`src/rtl/seq_det_ctrl.sv`:
```
`default_nettype none
// +----------------------------------------------------------------------------+
// | Module      : seq_det_ctrl                                                 |
// | Description : Run controller with a programmable serial pattern detector,  |
// |               overlap/non-overlap modes, match counter and threshold stop. |
// | Revision    : 1.0 - initial release                                        |
// +----------------------------------------------------------------------------+
module seq_det_ctrl #(
  parameter int PAT_W = 4,
  parameter int CNT_W = 8
) (
  input  logic             clk,
  input  logic             rst,
  input  logic             cfg_we,
  input  logic [PAT_W-1:0] cfg_pat,
  input  logic             cfg_ovl,
  input  logic [CNT_W-1:0] cfg_thresh,
  input  logic             start,
  input  logic             stop,
  input  logic             in_valid,
  input  logic             in_bit,
  output logic             in_ready,
  output logic             match,
  output logic [CNT_W-1:0] match_cnt,
  output logic             done,
  output logic             busy,
  output logic [1:0]       state
);

  localparam int                  c_fill_w  = $clog2(PAT_W + 1);
  localparam logic [c_fill_w-1:0] c_full    = c_fill_w'(PAT_W);
  localparam logic [CNT_W-1:0]    c_cnt_max = '1;

  localparam logic [1:0] c_idle = 2'd0;
  localparam logic [1:0] c_run  = 2'd1;
  localparam logic [1:0] c_done = 2'd2;

  logic [1:0]          r_state;
  logic [1:0]          w_state_nxt;
  logic [PAT_W-1:0]    r_pat;
  logic                r_ovl;
  logic [CNT_W-1:0]    r_thresh;
  logic [PAT_W-1:0]    r_hist;
  logic [c_fill_w-1:0] r_fill;
  logic [CNT_W-1:0]    r_cnt;
  logic                r_match;

  logic                w_acc;
  logic                w_clr;
  logic                w_cfg_ld;
  logic                w_hit;
  logic [PAT_W-1:0]    w_hist_nxt;
  logic [c_fill_w-1:0] w_fill_inc;
  logic [CNT_W-1:0]    w_cnt_inc;

  assign w_acc      = in_valid && (r_state == c_run);
  assign w_clr      = start && !stop && ((r_state == c_idle) || (r_state == c_done));
  assign w_cfg_ld   = cfg_we && (r_state == c_idle);
  assign w_hist_nxt = {r_hist[PAT_W-2:0], in_bit};
  assign w_fill_inc = (r_fill == c_full) ? c_full : r_fill + 1'b1;
  assign w_cnt_inc  = (r_cnt == c_cnt_max) ? r_cnt : r_cnt + 1'b1;
  assign w_hit      = w_acc && (w_fill_inc == c_full) && (w_hist_nxt == r_pat);

  // State register
  always_ff @(posedge clk or negedge rst) begin
    if (!rst) r_state <= c_idle;
    else      r_state <= w_state_nxt;
  end

  // Next-state logic; stop always wins over start
  always_comb begin
    w_state_nxt = r_state;
    case (r_state)
      c_idle: if (start && !stop) w_state_nxt = c_run;
      c_run: begin
        if (stop)
          w_state_nxt = c_idle;
        else if (w_hit && (r_thresh != '0) && (w_cnt_inc == r_thresh))
          w_state_nxt = c_done;
      end
      c_done: begin
        if (stop)       w_state_nxt = c_idle;
        else if (start) w_state_nxt = c_run;
      end
      default: w_state_nxt = c_idle;
    endcase
  end

  // Status outputs decode the state register directly
  always_comb begin
    in_ready = 1'b0;
    busy     = 1'b0;
    done     = 1'b0;
    case (r_state)
      c_run: begin
        in_ready = 1'b1;
        busy     = 1'b1;
      end
      c_done:  done = 1'b1;
      default: ;
    endcase
  end

  // Config, detector history and match counter
  always_ff @(posedge clk or negedge rst) begin
    if (!rst) begin
      r_pat    <= '0;
      r_ovl    <= 1'b1;
      r_thresh <= '0;
      r_hist   <= '0;
      r_fill   <= '0;
      r_cnt    <= '0;
      r_match  <= 1'b0;
    end else begin
      r_match <= w_hit;
      if (w_cfg_ld) begin
        r_pat    <= cfg_pat;
        r_ovl    <= cfg_ovl;
        r_thresh <= cfg_thresh;
      end
      if (w_clr) begin
        r_hist <= '0;
        r_fill <= '0;
        r_cnt  <= '0;
      end else if (w_acc) begin
        r_hist <= w_hist_nxt;
        // Non-overlap keeps hist but demands PAT_W fresh bits before the next match
        r_fill <= (w_hit && !r_ovl) ? '0 : w_fill_inc;
        if (w_hit) r_cnt <= w_cnt_inc;
      end
    end
  end

  assign state     = r_state;
  assign match     = r_match;
  assign match_cnt = r_cnt;

endmodule
`default_nettype wire

```
`config.mk`:
```
export PLATFORM = sky130hd
export DESIGN_NAME = seq_det_ctrl
export DESIGN_NICKNAME = d
export VERILOG_FILES = /design/src/rtl/seq_det_ctrl.sv
export SDC_FILE = /design/constraint.sdc
export NUM_CORES = 1
export LEC_CHECK = 0
export CAP_MARGIN = 5
export CORE_UTILIZATION = 31
export CTS_CLUSTER_SIZE = 20
export DETAILED_ROUTE_END_ITERATION = 10
export PLACE_DENSITY_LB_ADDON = 0.12
export RECOVER_POWER = 100
export SLEW_MARGIN = 20
export SYNTH_ARGS = -nofsm -noshare
export SYNTH_HDL_FRONTEND = slang
export SYNTH_SLANG_ARGS = --single-unit
```
`constraint.sdc`:
```
create_clock -name clk -period 5.96 [get_ports clk]
set_clock_uncertainty 0.2 [all_clocks]
set_input_delay 1.192 -clock clk [delete_from_list [all_inputs] [get_ports clk]]
set_output_delay 1.192 -clock clk [all_outputs]
set_load 0.005 [all_outputs]
```
==> metrics.md <==
| Metric | Value |
|---|---|
| Source of the worst hold timing path | r_hist[2] |
| Highest metal used | met4 |
| Count of antenna diodes in the layout | 0 |
| Portion of the post-synthesis area used by sequential elements | a little over two fifths |
| Maximum net fanout on the critical path | 13 |
| Launch point of the worst reg-to-reg path | match_cnt[0] |
| Die Outline Area | 0.00596 mm² |
| Fraction of layout cells with a size suffix above 1 | around 12% |
| Final critical-path required period | around 3.6 ns |
| Synthesis-stage register bit count | 30 |
| Adder-cell share of the synthesized area | 2.14% |
| Distinct cells, synth | 52 |
| Number of nets with antenna violations after routing | 0 |
| Port Buffers | 33 |
| Placeable Area | between 0.005 and 0.006 mm² |
| Global-route wire length before repair | 6940 µm |
| CTS clk-pin slew, worst paths | 0.07 ns |
| Area fraction in and, or, nand and nor cells after synthesis | approximately a fifth |
| Critical R2R Capture | state[0] |
| Met1 routed wirelength after detailed routing | 1950 µm |
| DR pass1 iterations | 4 |
| Global Route Usage Sum | around 15% |
| Vias per std cell | about 5.2 |
| Area added between synthesis and finish | 23.7% |
| Post-synthesis instance area | ~0.0018 mm² |
| Placed Cells incl. Taps | approximately 260 |
| Crit path capture type | flop |
| Average wire length per cell after detail routing | about 15 µm |
| Gp weighted congestion | ~0.8 |
| Period utilisation layout | between 50% and 60% |
| Net total in the final layout | 220 |
| Num ports | 34 |
| Core Rows | 27 |
| Crit path DAT | ~3.5 ns |
| Rel. slew slack | -16.3% |
| Reg2reg setup slack | about 3.2 ns |
| Pre-CTS setup slack | approximately 2.6 ns |
| Initial antenna violation count | 0 |
| Post-Route Setup TNS | 0 ns |
| Post-synth EDFFs | 0 |
| Synth Area in XOR/XNOR | between 4 and 5% |
| Slack of the critical path | between 2 and 2.5 ns |
| Number of sinks handled by clock tree synthesis | 30 |
| Die Span Y | 77.2 µm |
| Layout Cells excl Fill | 270 |
| Number of buffers added by the clock tree synthesis step | 5 |
| Leakage power | 0.931 nW |
| Areal power density over the cells | about 230 mW/mm² |
| Routed Wire Length | ~4000 µm |
| DRC errors left | 0 |
| Tightest Pin Transition | 1.74 ns |
| Max rail drop VDD | ~120 µV |
| Capture endpoint of the worst hold path | r_hist[2] |
| Total grt overflow | 0 |
| Sum of met2 wire segment lengths after detailed routing | 1750 µm |
| Estimated wirelength of the detail-placed design | approximately 3000 µm |
| Buffer cell driving the clock tree root | clkbuf_8 |
| Multiplexer share of the synthesized area | 10.1% |
| Final Setup Violations | 0 |
| First-iteration detailed-routing DRC count | between 40 and 50 |
| Syn Nets | 193 |
| Critical path origin | cfg_we |
| Number of cells on the worst hold path | 1 |
| Result of the run | complete, but fails checks |
| Main combinational cell family by area after synthesis | simple AND/OR/NAND/NOR gates |
| Pins over their slew limit | 45 |
| Number of buffers inserted to repair setup after CTS | 0 |
| Number of global-route vias before repair | ~1400 |
| Share of flip-flops with an asynchronous set or reset after synthesis | 100% |
| Number of vias in the routed layout | about 1400 |
| Setup repair after global routing missed its margin | no |
| Violated checks | capacitance limit, slew limit |
| Die W | about 77 µm |
| MaxCap Viol Count | 2 |
| WP data required | 5.92 ns |
| Length of routed met3 wiring | 181 µm |
| Setup CP Type | in -> reg |
| Skew-Pair Late Insertion Delay | about 0.28 ns |
| Clock buffer depth | 2 |
| Clock tree from TritonCTS | yes |
| Complex-gate fraction of the synthesized area | 14.9% |
| Avg Synthesized Cell Area | ~10 µm² |
| Yosys synthesis warning count | 0 |
| H-tree levels | 2 |
| Final Hold Fails | 0 |
| Maximum number of pins on one net before global-route repair | 31 |
| Worst r2r path cells | 7 |
| Hold_buf cts | 0 |
| Worst min-delay path category | reg -> reg |
| Number of instances in the synthesized netlist | 170 |
| Initial Util | between 30 and 40% |
| Number of gates resized after cts | 0 |
| Maximum clock frequency | between 200 and 300 MHz |
| Setup crit start kind | input pin |
| Most instantiated flip-flop cell in the synthesis netlist | dfrtp_1 |
## registers in the layout (all words and copies together), names as in the netlist
signal	cells
r_ovl	1
r_thresh	8
state	2
r_pat	4
r_fill	3
match_cnt	8
match	1
r_hist	3
## worst max-delay path: stages
cell	delay, ns
dlygate4sd3_1	0.54
nor3b_1	1.35
mux2_2	0.44
## routing by layer
layer | GRT usage [%] | vias to the layer above
met5 | 0 | -
met3 | 4.52 | 11
met4 | 6.04 | 0
li1 | - | 680
met1 | 20.7 | 675
met2 | 21.4 | 41
## area by class of cell
cell class              count  area, µm²
inverters                   5       18.8
multi-input cells         121        891
clock buffers               6       72.6
flip-flops and latches     30        752
clock inverters             2       10.0
repair buffers             34        334
well taps                  72       90.1
fillers                   554       3300
## cell usage in the layout (no fill, tap or decap), drive strengths merged, types with 3 or more instances in the layout
master          n
inv             5
nor2            8
o21ai           6
ha              3
and2            3
and4            3
nand4           3
mux2i           3
xor2            7
nor4            5
a21oi          10
dfrtp          29
a22o            5
nand3           4
nand2          13
a311oi          3
dlygate4sd3    18
and3            3
mux2           13
clkbuf          7
clkdlybuf4s50  15
## power breakdown
group	internal [mW]	switching, mW	leakage, nW
Clock	0.0807	0.0758	0.0450
Combinational	0.0519	0.0375	0.502
Sequential	0.229	0.0263	0.384
## kinds of logic after synthesis
| logic type | Yosys count |
|---|---|
| AND/OR/NAND/NOR | 56 |
| AO/OA/AOI/OAI | 37 |
| flip-flops | 30 |
| buffers and inverters | 19 |
| multiplexers | 16 |
| XOR/XNOR | 9 |
| adder cells (fa/ha/maj) | 3 |
## synthesized netlist by cell type (all sizes together) (2+ instances only)
| master | number | area, µm² |
|---|---|---|
| a22o | 5 | 43.8 |
| and4 | 3 | 28.8 |
| nor4 | 5 | 37.5 |
| or3 | 2 | 12.5 |
| clkbuf | 3 | 11.3 |
| a311oi | 3 | 26.3 |
| o21ai | 6 | 30.0 |
| nand2 | 13 | 48.8 |
| a21oi | 10 | 50.1 |
| mux2 | 13 | 146 |
| dfrtp | 29 | 726 |
| nor2b | 2 | 12.5 |
| ha | 3 | 37.5 |
| xnor2 | 2 | 17.5 |
| and2 | 3 | 18.8 |
| nor2 | 8 | 30.0 |
| nor3 | 2 | 10.0 |
| nand3 | 4 | 32.5 |
| mux2i | 3 | 30.0 |
| and3 | 3 | 18.8 |
| xor2 | 7 | 61.3 |
| inv | 5 | 18.8 |
| and4b | 2 | 20.0 |
| buf | 11 | 73.8 |
| nand4 | 3 | 25.0 |
## stage by stage
stage	total power [mW]	cell area (µm²)	hold WS, ns	util, %
2_1_floorplan	0.313	1750	0.284	-
3_3_place_gp	0.349	2100	0.306	38.4
3_5_place_dp	0.353	2100	0.312	38.4
4_1_cts	0.513	2180	0.343	39.9
5_1_grt	0.535	2170	0.371	39.6
6_report	0.502	2170	0.334	39.6
## how the worst max path moves through the flow
stage               slack [ns]           end  cells after the start
floorplan                 3.23  match_cnt[5]                      8
global placement          2.69      state[1]                      7
detailed placement        2.62      state[1]                      7
CTS                       2.92      state[1]                      7
global route              2.24   r_thresh[0]                      3
finish                    2.39   r_thresh[7]                      3
(Power assumes the default switching activity.)
